--- src/rtl/tail_light_pkg.sv ---
// tail_light_pkg: shared state encoding and counter-width helper for the tail light sequencer
package tail_light_pkg;
  typedef enum logic [2:0] {IDLE, LEFT, RIGHT, HAZ_ON, HAZ_OFF} state_t;
  // Width needed to count 0..n-1, never less than one bit.
  function automatic int cw(input int n);
    return (n > 1) ? $clog2(n) : 1;
  endfunction
endpackage

--- src/rtl/step_timer.sv ---
// step_timer: prescaler that pulses tick once every TICK_DIV cycles
// clk, reset (async active-low), clr (restart count at 0 on next edge) -> tick
module step_timer import tail_light_pkg::*; #(
  parameter int TICK_DIV = 4
) (
  input  logic clk,
  input  logic reset,
  input  logic clr,
  output logic tick
);
  localparam int W = cw(TICK_DIV);
  localparam logic [W-1:0] LAST = W'(TICK_DIV - 1);
  logic [W-1:0] pcnt;
  assign tick = pcnt == LAST;
  always_ff @(posedge clk or negedge reset)
    if (!reset) pcnt <= '0;
    else pcnt <= (clr || tick) ? '0 : pcnt + 1'b1;
endmodule

--- src/rtl/tail_light_sequencer.sv ---
// tail_light_sequencer: turn-signal and hazard sequencer driving left and right lamp banks
// clk, reset (async active-low), left/right/hazard requests -> lamp_l, lamp_r, busy (all registered)
module tail_light_sequencer import tail_light_pkg::*; #(
  parameter int LAMPS    = 3,
  parameter int TICK_DIV = 4
) (
  input  logic             clk,
  input  logic             reset,
  input  logic             left,
  input  logic             right,
  input  logic             hazard,
  output logic [LAMPS-1:0] lamp_l,
  output logic [LAMPS-1:0] lamp_r,
  output logic             busy
);
  localparam int SW = cw(LAMPS + 1);
  localparam logic [SW-1:0] LAST = SW'(LAMPS);
  state_t state, state_n;
  logic [SW-1:0] step, step_n;
  logic [LAMPS-1:0] therm;
  logic tick;
  // The prescaler idles at 0 and restarts whenever the state changes, so every step is a full TICK_DIV.
  step_timer #(.TICK_DIV(TICK_DIV)) u_timer (
    .clk,
    .reset,
    .clr (state_n != state || state_n == IDLE),
    .tick
  );
  always_comb begin
    state_n = state;
    step_n  = step;
    case (state)
      IDLE: begin
        step_n  = '0;
        state_n = (hazard || (left && right)) ? HAZ_ON : left ? LEFT : right ? RIGHT : IDLE;
      end
      LEFT, RIGHT: if (tick) begin
        if (hazard) state_n = HAZ_ON;
        else if (step == LAST) state_n = IDLE;
        else step_n = step + 1'b1;
      end
      HAZ_ON:  if (tick) state_n = HAZ_OFF;
      HAZ_OFF: if (tick) state_n = hazard ? HAZ_ON : IDLE;
      default: state_n = IDLE;
    endcase
  end
  // Thermometer of the upcoming step; step == LAMPS is the dark step.
  for (genvar i = 0; i < LAMPS; i++) begin : g_therm
    assign therm[i] = step_n != LAST && SW'(i) <= step_n;
  end
  always_ff @(posedge clk or negedge reset)
    if (!reset) begin
      state  <= IDLE;
      step   <= '0;
      lamp_l <= '0;
      lamp_r <= '0;
      busy   <= 1'b0;
    end else begin
      state  <= state_n;
      step   <= step_n;
      lamp_l <= state_n == HAZ_ON ? '1 : state_n == LEFT ? therm : '0;
      lamp_r <= state_n == HAZ_ON ? '1 : state_n == RIGHT ? therm : '0;
      busy   <= state_n != IDLE;
    end
endmodule

--- config.mk ---
export PLATFORM = sky130hd
export DESIGN_NAME = tail_light_sequencer
export DESIGN_NICKNAME = d
export VERILOG_FILES = /design/src/rtl/tail_light_pkg.sv /design/src/rtl/step_timer.sv /design/src/rtl/tail_light_sequencer.sv
export SDC_FILE = /design/constraint.sdc
export NUM_CORES = 1
export LEC_CHECK = 0
export ABC_AREA = 1
export BUFFER_PORTS_ARGS = -buffer_cell sky130_fd_sc_hd__buf_4
export CORE_UTILIZATION = 27
export CTS_CLUSTER_DIAMETER = 120
export DETAILED_ROUTE_END_ITERATION = 6
export GPL_ROUTABILITY_DRIVEN = 0
export PLACE_DENSITY = 0.47
export SKIP_LAST_GASP = 1
export SYNTH_ARGS = -nofsm -noshare
export SYNTH_HDL_FRONTEND = slang
export SYNTH_SLANG_ARGS = --single-unit
--- constraint.sdc ---
create_clock -name clk -period 1.8 [get_ports clk]
set_input_delay 0.18 -clock clk [delete_from_list [all_inputs] [get_ports clk]]
set_output_delay 0.18 -clock clk [all_outputs]
set_load 0.03 [all_outputs]
Word level (Yosys, flattened, before mapping):

Cells that the tools add are included.

* register bits after elaboration: 14
* bits of input ports: 5

* add/sub/neg operators: 2
* $lt $le $gt $ge: 3
* equality and inequality tests: 11
* multiplexer cells: 19
* reductions and logical operators: 11

Operators by type and width (count)
* 2-to-1 mux 3 bit: 9
* 2-to-1 mux 2 bit: 8
* == test 3 x 2 -> 1 bit (second input constant): 4
* case mux 3 bit (4 select lines): 1
* == test 3 x 1 -> 1 bit (second input constant): 2
* logical NOT 3 bit: 2
* adder 2 x 1 -> 2 bit (second input constant): 2
* == test 2 bit (second input constant): 2
* less-or-equal comparator 1 x 2 -> 1 bit (first input constant): 2
* logical AND 1 bit: 4
* case mux 2 bit (2 select lines): 1
* == test 3 bit (second input constant): 1
* logical OR 1 bit: 3
* inequality test 3 bit: 1
* nonzero test 3 bit: 1
* less-or-equal comparator 2 bit (first input constant): 1
* inequality test 2 bit (second input constant): 1
* OR reduction 2 bit: 1

Depth between registers and ports, before layout:

Gate-level depths: netlist of the first run.

* word-level depth: 9
* mapped depth: 11

Modules after synthesis:

A second synthesis of the first run with hierarchy kept.

* cell total of the unflattened synthesis: 97
* area total of the unflattened synthesis: 768.2 sq um

By module, submodules not included
* tail_light_sequencer: times used 1, cells each 88, area an instance 683.2 sq um, seq. area each 300.3 sq um
* step_timer: times used 1, cells each 9, area an instance 85.1 sq um, seq. area each 50.0 sq um

Worst setup path after synthesis of the first run:

OpenSTA, ideal clock, no wires.

* path type: flip-flop to flip-flop
* start: register u_timer.pcnt[0]
* end: register lamp_l[1]
* library setup time: 0.113 ns
* arrival time: 1.366 ns
* path slack: 0.320 ns
* cell stages (with the launch flop): 10
* path through: dfrtp_1 > ha_1 > nand2_1 > inv_1 > a31oi_1 > nor2_1 > ha_1 > nand2_1 > nand2_1 > inv_1

* cells in the longest elaborated chain, start to end: 7

Ends and longest elaborated chain
* from (decl): RTL line step_timer.sv:13 `logic [W-1:0] pcnt;`
* from (signal assigned): RTL line step_timer.sv:17 `else pcnt <= (clr || tick) ? '0 : pcnt + 1'b1;`
* == test 2 bit *: RTL line step_timer.sv:14 `assign tick = pcnt == LAST;`
* 2-to-1 mux 2 bit *: RTL line tail_light_sequencer.sv:37 `LEFT, RIGHT: if (tick) begin`
* case mux 2 bit (2 select lines) *: RTL line tail_light_sequencer.sv:32 `case (state)`
* named net step_n[1]: RTL line tail_light_sequencer.sv:19 `logic [SW-1:0] step, step_n;`
* less-or-equal comparator 1 x 2 -> 1 bit / inequality test 2 bit (equally long branches): RTL line tail_light_sequencer.sv:49 `assign therm[i] = step_n != LAST && SW'(i) <= step_n;`
* logical AND 1 bit *: RTL line tail_light_sequencer.sv:49
* 2-to-1 mux 3 bit * (2 in a row): RTL line tail_light_sequencer.sv:61 `lamp_l <= state_n == HAZ_ON ? '1 : state_n == LEFT ? therm : '0;`
* to (signal assigned): RTL line tail_light_sequencer.sv:61
* to (decl): RTL line tail_light_sequencer.sv:12 `output logic [LAMPS-1:0] lamp_l,`

Mark *: on every way through the listed nets, which the timed path passes. The rest lies on a longest branch.

Worst setup path after layout of the first run:

Ends and elaborated chain as after synthesis.

==> qor.log, run 1 <==
INFO  routing        antenna_violating_nets_post_route=0
INFO  clocking       cts.sinks=14
INFO  worst_setup_path path_max_fanout=4
INFO  hold_path      worstHoldPathType=in -> reg
INFO  power_and_ir_drop power=0.001785W
INFO  clocking       cts.root.buffer_cell=sky130_fd_sc_hd__clkbuf_4
INFO  clocking       insertion_delay=0.28ns
INFO  sta            slew_viol_final=0
INFO  worst_setup_path worst_reg2reg_path_startpoint=u_timer.pcnt[0]$_DFF_PN0_
INFO  status         outcome=complete, no violations
INFO  routing        1st_pass_router_iterations=2
INFO  power_and_ir_drop power.static_leakage=0.5319nW
INFO  clocking       post_cts_buffers=0
INFO  sta            aggregate_negative_setup_slack=0ns
INFO  routing        wl_per_cell=10.13um
INFO  worst_setup_path worstPathCellList=ha_1 -> nand2_1 -> inv_1 -> a31oi_1 -> nor2_1 -> ha_1 -> nand2_1 -> nand2_1 -> inv_1
INFO  worst_setup_path crit-reg2reg-capture=lamp_l[1]$_DFF_PN0_
INFO  finish         finalInstanceArea=948.4squm
INFO  run            maxCapViolCount=0
INFO  yosys          synth_area_per_cell=7.811squm
INFO  finish         utilization=0.3469
INFO  worst_setup_path cp_slowest_stage_delay=0.39ns
INFO  finish         share_of_final_layout_standard_cells_stronger_than_drive_strength_1=0.2414
INFO  floorplan      top_level_ports=12
INFO  routing        wirelength=1489um
INFO  power_and_ir_drop power-per-cell-area=1883nW/um^2
INFO  sta            timing_hold_violations_final=0
INFO  worst_setup_path worstPathArrival=1.82ns
INFO  worst_setup_path timing.critical_path.to=lamp_l[1]$_DFF_PN0_
INFO  yosys          synth_seq_area_share=0.4531
INFO  worst_setup_path setup.worst_path.start=u_timer.pcnt[0]$_DFF_PN0_
INFO  floorplan      floorplan.core_area=2734squm
INFO  sta            max_freq=0.6125GHz
INFO  worst_setup_path setup.reg_to_reg.worst_slack=0.17ns
INFO  global_routing wire_length_of_the_first_global_routing_pass=2656um
INFO  sta            post-route-min-period=1.633ns
INFO  sta            worst-slew-pin-transition=0.3286ns
INFO  floorplan      die-area=3082squm
INFO  global_routing globalRouteOverflowTotal=0
INFO  worst_setup_path critical_path.startpoint_type=flop
INFO  finish         antennaDiodeCount=0
INFO  worst_setup_path worst_r2r_path_depth=9
INFO  floorplan      placementRows=19
INFO  worst_setup_path timing.critical_path.slowest_stage_cell=sky130_fd_sc_hd__dfrtp_1
INFO  finish         finish.net_count=125
INFO  yosys          synth.top_cell.area_share=0.4531
INFO  floorplan      die_width=55.52um
INFO  yosys          yosys_warnings=0
INFO  sta            setup_viol_count_final=0
INFO  routing        routed_via_density=4.503
INFO  global_routing grt_antenna_before_repair=0
INFO  sta            timing.final.crit_share=0.9070
INFO  routing        drc_errors=0
INFO  clocking       post_cts.resized_instances=0
INFO  global_routing grt_start_max_net_pins=15
INFO  sta            slew-limit-headroom=0.7786
INFO  routing        route.vias.total=662
INFO  clocking       cts-buffers-inserted=3
INFO  yosys          largest_cells_by_area_after_synthesis=sky130_fd_sc_hd__dfrtp_1 (45%), sky130_fd_sc_hd__nand2_1 (14%), sky130_fd_sc_hd__inv_1 (7.3%), sky130_fd_sc_hd__nor2_1 (5.8%), sky130_fd_sc_hd__nand3_2 (5.2%)
INFO  yosys          ys_seq_elements=14
INFO  worst_setup_path crit_end_category=flop
INFO  yosys          synthCells=99
INFO  placement      post-dp-hpwl=1225um
INFO  routing        drtIter0Drc=6
INFO  clocking       cts_max_level=1
INFO  floorplan      start_util=0.2828
INFO  yosys          post_synth_instance_area=773.2squm
INFO  worst_setup_path critical-path-top-cell-by-count=sky130_fd_sc_hd__nand2_1
INFO  floorplan      die_y=55.52um
INFO  clocking       clock_path_buffers=2
INFO  finish         area_growth_syn_to_layout=22.65%
INFO  clocking       worst_setup_hold_path_clk_slew=0.09ns
INFO  worst_setup_path worst-setup-path-type=reg -> reg
INFO  yosys          synth_fp_nets=107
INFO  sta            rsz0062_at_grt=false
INFO  sta            hold_ws=0.2272ns
INFO  placement      port-buffer-count=11
INFO  placement      placed_cell_area=902.1squm
INFO  yosys          synth_top_cell_by_area=sky130_fd_sc_hd__dfrtp_1
INFO  power_and_ir_drop power.ir.vdd_worst=0.8769mV
INFO  clocking       cts_tree=built
INFO  global_routing grt_usage=0.1117
INFO  clocking       holdBufCountCts=1
INFO  yosys          post_synth_num_cell_types=21
INFO  global_routing number_of_global_route_vias_before_repair=648
INFO  worst_setup_path worstPathRequired=1.99ns
INFO  sta            final.setup_skew=0.01167ns
-- routing by layer --
layer | vias up | GRT usage | wire [um]
met4 | 0 | 0.03214 | 9
met5 | - | 0 | 0
met2 | 9 | 0.1790 | 721
met3 | 2 | 0.04918 | 63
met1 | 307 | 0.1356 | 694
li1 | 344 | - | -
-- worst min-delay path by stage --
stage | from | to | slack [ns] | depth (start not counted)
3_3_place_gp | reset | step[1]$_DFF_PN0_ | 0.04 | 1
4_1_cts | left | state[0]$_DFF_PN0_ | 0.22 | 3
2_1_floorplan | reset | busy$_DFF_PN0_ | -0.12 | 0
3_5_place_dp | reset | step[1]$_DFF_PN0_ | 0.04 | 1
5_1_grt | left | state[0]$_DFF_PN0_ | 0.24 | 3
6_report | left | state[0]$_DFF_PN0_ | 0.23 | 3
-- cell families (layout without fill, tap and decap cells) --
family | after synthesis | in the layout | synth area share
buffers and inverters | 17 | 34 | 0.08413
AO/OA/AOI/OAI | 10 | 10 | 0.08091
adder cells (fa/ha/maj) | 3 | 3 | 0.04855
AND/OR/NAND/NOR | 55 | 55 | 0.3333
flip-flops | 14 | 14 | 0.4531
-- critical path, delay by kind of cell (launching register included) --
kind,cells,cell delay (ns)
AOI/OAI and AO/OA,1,0.16
adders and majority gates,2,0.53
buffers and inverters,2,0.11
DFF,1,0.39
and+or+nand+nor,4,0.35
-- sequential cells by signal (all words and copies together), names as in the netlist --
| register | count |
|---|---|
| state | 3 |
| u_timer.pcnt | 2 |
| busy | 1 |
| lamp_l | 3 |
| step | 2 |
| lamp_r | 3 |
-- Yosys cell counts --
cell type and count:
sky130_fd_sc_hd__a21oi_1 2, sky130_fd_sc_hd__clkinv_2 1, sky130_fd_sc_hd__dfrtp_1 14, sky130_fd_sc_hd__nand3b_1 1, sky130_fd_sc_hd__nor3_1 1, sky130_fd_sc_hd__nand3_1 3, sky130_fd_sc_hd__inv_2 1, sky130_fd_sc_hd__nor2_2 2
sky130_fd_sc_hd__a21oi_2 1, sky130_fd_sc_hd__nand2_2 1, sky130_fd_sc_hd__nor2_1 12, sky130_fd_sc_hd__nand3_2 4, sky130_fd_sc_hd__ha_1 3, sky130_fd_sc_hd__nor2_4 1, sky130_fd_sc_hd__a31oi_1 2, sky130_fd_sc_hd__inv_1 15
sky130_fd_sc_hd__nand2_1 29, sky130_fd_sc_hd__o21ai_2 1, sky130_fd_sc_hd__o21ai_0 3, sky130_fd_sc_hd__o21a_1 1, sky130_fd_sc_hd__nand4_1 1
-- power by group --
| part | internal [W] | leakage, nW | switching (W) |
|---|---|---|---|
| registers | 0.000451 | 0.166 | 0.0000657 |
| logic | 0.000367 | 0.345 | 0.000678 |
| clock network | 0.000123 | 0.0210 | 0.000100 |
| total | 0.000941 | 0.532 | 0.000844 |
-- placed cells by master (no fill, tap or decap), drive strengths merged --
cell type / instances
a21oi: 3
nor3: 1
nand4: 1
clkinv: 1
nand3: 7
nand3b: 1
dlygate4sd3: 1
nor2: 15
a31oi: 2
dfrtp: 14
ha: 3
clkbuf: 4
o21ai: 4
inv: 16
o21a: 1
nand2: 30
buf: 12
-- metrics by stage --
step                      cells  worst slack, ns
final                       147           0.1674
after global placement      142           0.1788
after global routing        147          0.01660
after floorplan              99           0.3201
after detailed placement    142           0.1612
after CTS                   147           0.1484
-- cell type report --
class                      count  area (sq um)
fill                         278          1785
multi-input combinational     68         357.8
sequential                    14         350.3
timing repair buffer          13         100.1
inverter                      17         65.06
tap                           31         38.79
clock buffer                   4         36.28
Power figures use the tool's default switching activity.
==> run 2: changes to the inputs <==
==> constraint.sdc (replaced) <==
create_clock -name clk -period 1.7 [get_ports clk]
set_input_delay 0.17 -clock clk [delete_from_list [all_inputs] [get_ports clk]]
set_output_delay 0.17 -clock clk [all_outputs]
set_load 0.02 [all_outputs]
==> run 2 against run 1 <==
Net effect:
- sequential share of layout area fell by 1.3 points
- largest cell class unchanged
- total power increased by 6.7%
- via count rose by 2.4%
- combinational power grew 7%
- hold slack better by 0.030 ns
- non-clock buffer count rose by 4
- sequential cell count is the same
- largest power group unchanged
==> qor.log, run 2 (synthesis results as in run 1) <==
INFO  status         outcome=complete, no violations [unchanged]
INFO  power_and_ir_drop power-per-cell-area=1938nW/um^2 [was 1883 nW/um^2]
INFO  hold_path      worstHoldPathType=in -> async [was in -> reg]
INFO  routing        route.vias.total=678 [was 662]
INFO  sta            rsz0062_at_grt=true [was false]
INFO  power_and_ir_drop power.ir.vdd_worst=1.034mV [was 0.8769 mV]
INFO  placement      port-buffer-count=11 [unchanged]
INFO  sta            timing_hold_violations_final=0 [unchanged]
INFO  routing        wirelength=1592um [was 1489 um]
INFO  finish         reg.largest.list=lamp_l x3, lamp_r x3, state x3 [unchanged]
INFO  sta            timing.final.crit_share=0.9361 [was 0.9070]
INFO  clocking       clock_path_buffers=2 [unchanged]
INFO  clocking       cts_max_level=1 [unchanged]
INFO  floorplan      die_width=55.52um [unchanged]
INFO  routing        drtIter0Drc=12 [was 6]
INFO  global_routing grt_usage=0.1130 [was 0.1117]
INFO  global_routing globalRouteOverflowTotal=0 [unchanged]
INFO  sta            slew-limit-headroom=0.7184 [was 0.7786]
INFO  finish         antennaDiodeCount=0 [unchanged]
INFO  run            maxCapViolCount=0 [unchanged]
INFO  sta            setup_viol_count_final=0 [unchanged]
INFO  floorplan      floorplan.core_area=2734squm [unchanged]
INFO  finish         area_growth_syn_to_layout=27.18% [was 22.65%]
INFO  worst_setup_path crit_end_category=flop [unchanged]
INFO  routing        1st_pass_router_iterations=4 [was 2]
INFO  finish         multi_input_comb_area=362.8squm [was 357.8 sq um]
INFO  sta            post-route-min-period=1.591ns [was 1.633 ns]
INFO  finish         share_of_final_layout_standard_cells_stronger_than_drive_strength_1=0.2833 [was 0.2414]
INFO  sta            worst-slew-pin-transition=0.4180ns [was 0.3286 ns]
INFO  global_routing wire_length_of_the_first_global_routing_pass=2663um [was 2656 um]
INFO  global_routing number_of_global_route_vias_before_repair=636 [was 648]
INFO  clocking       cts-buffers-inserted=3 [unchanged]
INFO  worst_setup_path critical_path.startpoint_type=flop [unchanged]
INFO  routing        drc_errors=0 [unchanged]
INFO  clocking       cts.root.buffer_cell=sky130_fd_sc_hd__clkbuf_4 [unchanged]
INFO  clocking       worst_setup_hold_path_clk_slew=0.08ns [was 0.09 ns]
INFO  finish         utilization=0.3597 [was 0.3469]
INFO  power_and_ir_drop power.static_leakage=0.5476nW [was 0.5319 nW]
INFO  clocking       cts_tree=built [unchanged]
INFO  clocking       insertion_delay=0.28ns [about the same]
INFO  worst_setup_path worst-setup-path-type=reg -> reg [unchanged]
INFO  placement      post-dp-hpwl=1257um [was 1225 um]
INFO  routing        routed_via_density=4.490 [was 4.503]
INFO  floorplan      die-area=3082squm [unchanged]
INFO  floorplan      die_y=55.52um [unchanged]
INFO  routing        antenna_violating_nets_post_route=0 [unchanged]
INFO  sta            final.setup_skew=0.005579ns [was 0.01167 ns]
INFO  floorplan      placementRows=19 [unchanged]
INFO  finish         finish.net_count=129 [was 125]
INFO  finish         layout.filler_cells=289 [was 278]
INFO  global_routing grt_antenna_before_repair=0 [unchanged]
INFO  finish         layout_commonest_cell=sky130_fd_sc_hd__nand2_1 [unchanged]
INFO  finish         layout.cells.most_common_list=sky130_fd_sc_hd__nand2_1 (28), sky130_fd_sc_hd__buf_4 (16), sky130_fd_sc_hd__inv_1 (15) [was sky130_fd_sc_hd__nand2_1 (29), sky130_fd_sc_hd__inv_1 (15), sky130_fd_sc_hd__dfrtp_1 (14)]
INFO  sta            max_freq=0.6284GHz [was 0.6125 GHz]
INFO  clocking       cts.sinks=14 [unchanged]
INFO  floorplan      start_util=0.2828 [unchanged]
INFO  sta            hold_ws=0.2570ns [was 0.2272 ns]
INFO  sta            slew_viol_final=0 [unchanged]
INFO  global_routing grt_start_max_net_pins=15 [unchanged]
INFO  worst_setup_path path_max_fanout=4 [unchanged]
INFO  routing        wl_per_cell=10.54um [was 10.13 um]
INFO  finish         final-seq-area=350.3squm [unchanged]
INFO  worst_setup_path worstPathRequired=1.88ns [was 1.99 ns]
INFO  worst_setup_path worstPathArrival=1.77ns [was 1.82 ns]
INFO  floorplan      top_level_ports=12 [unchanged]
==> run 2: changes by cell type in the layout (fill, tap and decap cells not counted), sizes merged <==
cell	delta
buf	+4
==> run 2: what timing repair did <==
| item | CTS | global route |
|---|---|---|
| hold buffers | 1 | 0 |
| hold endpoints to repair | 14 | 0 |
| gates resized for setup | 0 | 2 |
| buffers inserted | 0 | 2 |
| endpoints found under the setup margin | 0 | 6 |
==> run 2: area by class of cell <==
type,count,share of cell area
tap,31,0.03944
sequential,14,0.3562
timing repair buffer,17,0.1323
multi-input combinational,68,0.3690
clock buffer,4,0.03690
inverter,17,0.06616
==> run 2: power breakdown <==
group | internal, W | switching [W]
Sequential | 0.000478 | 0.0000716
Clock | 0.000130 | 0.000106
Combinational | 0.000440 | 0.000679
==> run 2: path summary, 6_finish.rpt <==
kind                                           start                         to  slack (ns)  depth (start not counted)
max reg2reg                       state[1]$_DFF_PN0_        lamp_l[2]$_DFF_PN0_        0.11                          7
min in group clk                                left             busy$_DFF_PN0_        0.27                          5
max                               state[1]$_DFF_PN0_        lamp_l[2]$_DFF_PN0_        0.11                          7
max in group asynchronous                      reset         state[2]$_DFF_PN0_        1.27                          2
min                                            reset          step[1]$_DFF_PN0_        0.26                          2
min reg2reg                u_timer.pcnt[0]$_DFF_PN0_  u_timer.pcnt[0]$_DFF_PN0_        0.44                          1
==> run 2: routing by layer <==
layer  track usage  up-vias  part of all wire
li1              -      349                 -
met1        0.1439      316              0.49
met2        0.1756       11              0.46
met3       0.05152        2             0.048
met4       0.02500        0            0.0063
met5             0        -                 0
==> run 2: critical path: stages (launching register included) <==
cell and delay [ns]:
sky130_fd_sc_hd__dfrtp_1 0.43, sky130_fd_sc_hd__nand2_1 0.13, sky130_fd_sc_hd__nand2_1 0.09, sky130_fd_sc_hd__nor2_1 0.22
sky130_fd_sc_hd__a31oi_1 0.16, sky130_fd_sc_hd__ha_1 0.25, sky130_fd_sc_hd__o21ai_0 0.16, sky130_fd_sc_hd__inv_1 0.05
==> run 2: stage by stage <==
| step | power (W) | setup TNS [ns] | std cells | cell area [sq um] | worst slack (ns) |
|---|---|---|---|---|---|
| global route | 0.002086 | -0.03309 | 151 | 983.4 | -0.03309 |
| floorplan | 0.001302 | 0 | 99 | 773.2 | 0.2201 |
| finish | 0.001906 | 0 | 151 | 983.4 | 0.1086 |
| CTS | 0.001871 | 0 | 149 | 963.4 | 0.06187 |
| detailed placement | 0.001618 | 0 | 144 | 917.1 | 0.07607 |
| global placement | 0.001629 | 0 | 144 | 917.1 | 0.06474 |
==> run 3: changes to the inputs <==
CORE_MARGIN = 3   (was default)
SLEW_MARGIN = 10   (was default)
==> run 3 against run 2 <==
Net effect:
- final cell count is 2.0% lower
- design area is 0.13% lower
- clock power about the same
==> qor.log, run 3 (synthesis results as in run 1) <==
INFO  status         outcome=complete, no violations [unchanged]
INFO  clocking       cts_tree=built [unchanged]
INFO  power_and_ir_drop power-per-cell-area=1910nW/um^2 [was 1938 nW/um^2]
INFO  clocking       clock_path_buffers=2 [unchanged]
INFO  run            maxCapViolCount=0 [unchanged]
INFO  finish         layout_commonest_cell=sky130_fd_sc_hd__nand2_1 [unchanged]
INFO  sta            max_freq=0.6351GHz [was 0.6284 GHz]
INFO  power_and_ir_drop power_switching=0.0008545W [was 0.0008568 W]
INFO  power_and_ir_drop sequential_cell_fraction_of_total_power=0.294 [was 0.289]
INFO  floorplan      die_y=59.52um [was 55.52 um]
INFO  finish         utilization=0.3792 [was 0.3597]
INFO  worst_setup_path cp_slowest_stage_delay=0.39ns [was 0.43 ns]
INFO  floorplan      die_width=59.52um [was 55.52 um]
INFO  power_and_ir_drop power.internal=0.001021W [was 0.001049 W]
INFO  sta            final.setup_skew=0.002065ns [was 0.005579 ns]
INFO  worst_setup_path critical_path.startpoint_type=flop [unchanged]
INFO  power_and_ir_drop clk_network_pwr_share=0.127 [was 0.124]
INFO  routing        1st_pass_router_iterations=4 [unchanged]
INFO  hold_path      worstHoldPathType=in -> reg [was in -> async]
INFO  clocking       worst_setup_hold_path_clk_slew=0.08ns [about the same]
INFO  clocking       cts.sinks=14 [unchanged]
INFO  global_routing wire_length_of_the_first_global_routing_pass=2766um [was 2663 um]
INFO  power_and_ir_drop power.static_leakage=0.5395nW [was 0.5476 nW]
INFO  finish         area_growth_syn_to_layout=27.02% [was 27.18%]
INFO  finish         share_of_final_layout_standard_cells_stronger_than_drive_strength_1=0.3136 [was 0.2833]
INFO  finish         antennaDiodeCount=0 [unchanged]
INFO  worst_setup_path worst-setup-path-type=reg -> reg [unchanged]
INFO  sta            aggregate_negative_setup_slack=0ns [unchanged]
INFO  routing        met2RoutedLength=751um [was 731 um]
INFO  clocking       cts.root.buffer_cell=sky130_fd_sc_hd__clkbuf_4 [unchanged]
INFO  sta            timing_hold_violations_final=0 [unchanged]
INFO  power_and_ir_drop sw_frac_of_total=0.4555 [was 0.4496]
INFO  power_and_ir_drop comb_power_share=0.579 [was 0.587]
INFO  clocking       cts-buffers-inserted=3 [unchanged]
INFO  power_and_ir_drop power.ir.vdd_worst=1.077mV [was 1.034 mV]
INFO  floorplan      placementRows=18 [was 19]
INFO  finish         reg.largest.list=lamp_l x3, lamp_r x3, state x3 [unchanged]
INFO  floorplan      top_level_ports=12 [unchanged]
INFO  sta            setup_viol_count_final=0 [unchanged]
INFO  routing        drtIter0Drc=10 [was 12]
INFO  sta            timing.final.crit_share=0.9262 [was 0.9361]
INFO  routing        wl_met3=83um [was 76 um]
INFO  finish         layout.filler_cells=264 [was 289]
INFO  finish         final_non_filler_cell_total=148 [was 151]
INFO  sta            slew_viol_final=0 [unchanged]
INFO  worst_setup_path worstPathCellList=ha_2 -> nand2_2 -> inv_1 -> a31oi_1 -> nor2_2 -> ha_1 -> nand2_1 -> nand2_1 -> inv_1 [was nand2_1 -> nand2_1 -> nor2_1 -> a31oi_1 -> ha_1 -> o21ai_0 -> inv_1]
INFO  sta            worst-slew-pin-transition=0.3342ns [was 0.4180 ns]
INFO  floorplan      die-area=3542squm [was 3082 sq um]
INFO  routing        route.vias.total=672 [was 678]
INFO  sta            rsz0062_at_grt=false [was true]
INFO  routing        wirelength=1597um [was 1592 um]
INFO  clocking       cts_max_level=1 [unchanged]
INFO  clocking       post_cts_buffers=0 [unchanged]
INFO  worst_setup_path path_max_fanout=4 [unchanged]
INFO  routing        drc_errors=0 [unchanged]
INFO  clocking       insertion_delay=0.28ns [about the same]
INFO  finish         finish.net_count=127 [was 129]
INFO  routing        routed_via_density=4.541 [was 4.490]
INFO  worst_setup_path critPathBufInv=2 [was 1]
INFO  global_routing globalRouteOverflowTotal=0 [unchanged]
INFO  routing        wl_per_cell=10.79um [was 10.54 um]
INFO  worst_setup_path worstPathArrival=1.76ns [was 1.77 ns]
INFO  global_routing grt_usage=0.1064 [was 0.1130]
INFO  placement      port-buffer-count=11 [unchanged]
INFO  global_routing number_of_global_route_vias_before_repair=657 [was 636]
INFO  placement      place.detailed.instances=143 [was 144]
INFO  sta            slew-limit-headroom=0.7748 [was 0.7184]
INFO  placement      post-dp-hpwl=1254um [was 1257 um]
INFO  worst_setup_path cpLargestDelayFamily=adder cells [was simple AND/OR/NAND/NOR gates]
INFO  global_routing grt_antenna_before_repair=0 [unchanged]
INFO  routing        wirelength_met1=737um [was 774 um]
INFO  routing        antenna_violating_nets_post_route=0 [unchanged]
INFO  finish         layout.cells.most_common_list=sky130_fd_sc_hd__nand2_1 (28), sky130_fd_sc_hd__inv_1 (15), sky130_fd_sc_hd__buf_4 (14) [was sky130_fd_sc_hd__nand2_1 (28), sky130_fd_sc_hd__buf_4 (16), sky130_fd_sc_hd__inv_1 (15)]
INFO  sta            post-route-min-period=1.574ns [was 1.591 ns]
INFO  floorplan      floorplan.core_area=2590squm [was 2734 sq um]
INFO  worst_setup_path crit_end_category=flop [unchanged]
INFO  worst_setup_path timing.critical_path.slowest_stage_cell=sky130_fd_sc_hd__dfrtp_1 [unchanged]
INFO  floorplan      start_util=0.2986 [was 0.2828]
INFO  routing        route.top_layer_used=met4 [unchanged]
INFO  global_routing grt_start_max_net_pins=15 [unchanged]
INFO  worst_setup_path worstPathRequired=1.88ns [about the same]
## run 3: cell count changes in the layout (fill, tap and decap cells not counted), sizes merged
cell  delta
buf      -2
## run 3: through the flow
step	total power [W]	area, sq um	hold WS (ns)	setup WS (ns)
6_report	0.001876	982.2	0.2117	0.1255
2_1_floorplan	0.001302	773.2	-0.1256	0.2201
4_1_cts	0.001876	962.2	0.2022	0.04410
5_1_grt	0.002069	982.2	0.2222	0.004513
3_3_place_gp	0.001638	915.9	0.03163	0.05304
3_5_place_dp	0.001622	915.9	0.03510	0.06932
## run 3: final timing paths
check / start / to / slack (ns) / cells after the start
max: u_timer.pcnt[0]$_DFF_PN0_ / lamp_l[1]$_DFF_PN0_ / 0.13 / 9
min: left / state[0]$_DFF_PN0_ / 0.21 / 3
max reg2reg: u_timer.pcnt[0]$_DFF_PN0_ / lamp_l[1]$_DFF_PN0_ / 0.13 / 9
min reg2reg: u_timer.pcnt[0]$_DFF_PN0_ / u_timer.pcnt[0]$_DFF_PN0_ / 0.44 / 1
max in group asynchronous: reset / state[0]$_DFF_PN0_ / 1.26 / 2
min in group asynchronous: reset / step[1]$_DFF_PN0_ / 0.26 / 2
## run 3: cell type report
| cell class | instances | area, sq um | share of cell area |
|---|---|---|---|
| Tap cell | 30 | 37.54 | 0.03822 |
| Clock buffer | 4 | 36.28 | 0.03694 |
| Sequential cell | 14 | 351.6 | 0.3580 |
| Multi-Input combinational cell | 68 | 376.6 | 0.3834 |
| Inverter | 17 | 65.06 | 0.06624 |
| Timing Repair Buffer | 15 | 115.1 | 0.1172 |
## run 3: tightest hold or removal path, stage by stage
cell and delay [ns]:
sky130_fd_sc_hd__buf_4 0.08, sky130_fd_sc_hd__o21ai_2 0.07, sky130_fd_sc_hd__nand3_2 0.13
## run 3: per-layer routing
layer	up-vias	GRT usage
li1	343	-
met1	307	0.1270
met2	16	0.1747
met3	6	0.03922
met4	0	0.03797
met5	-	0
## run 3: power by group through the flow
stage	clock, W	sequential, W	combinational, W
floorplan	0	0.000652	0.000650
detailed placement	0	0.000552	0.00107
global placement	0	0.000554	0.00108
CTS	0.000248	0.000550	0.00108
finish	0.000238	0.000551	0.00109
global route	0.000265	0.000572	0.00123
## run 3: timing repair
action,4_1_cts,5_1_grt
resized for setup,0,7
endpoints found under the hold margin,14,0
endpoints found under the setup margin,0,8
hold buffers,1,0
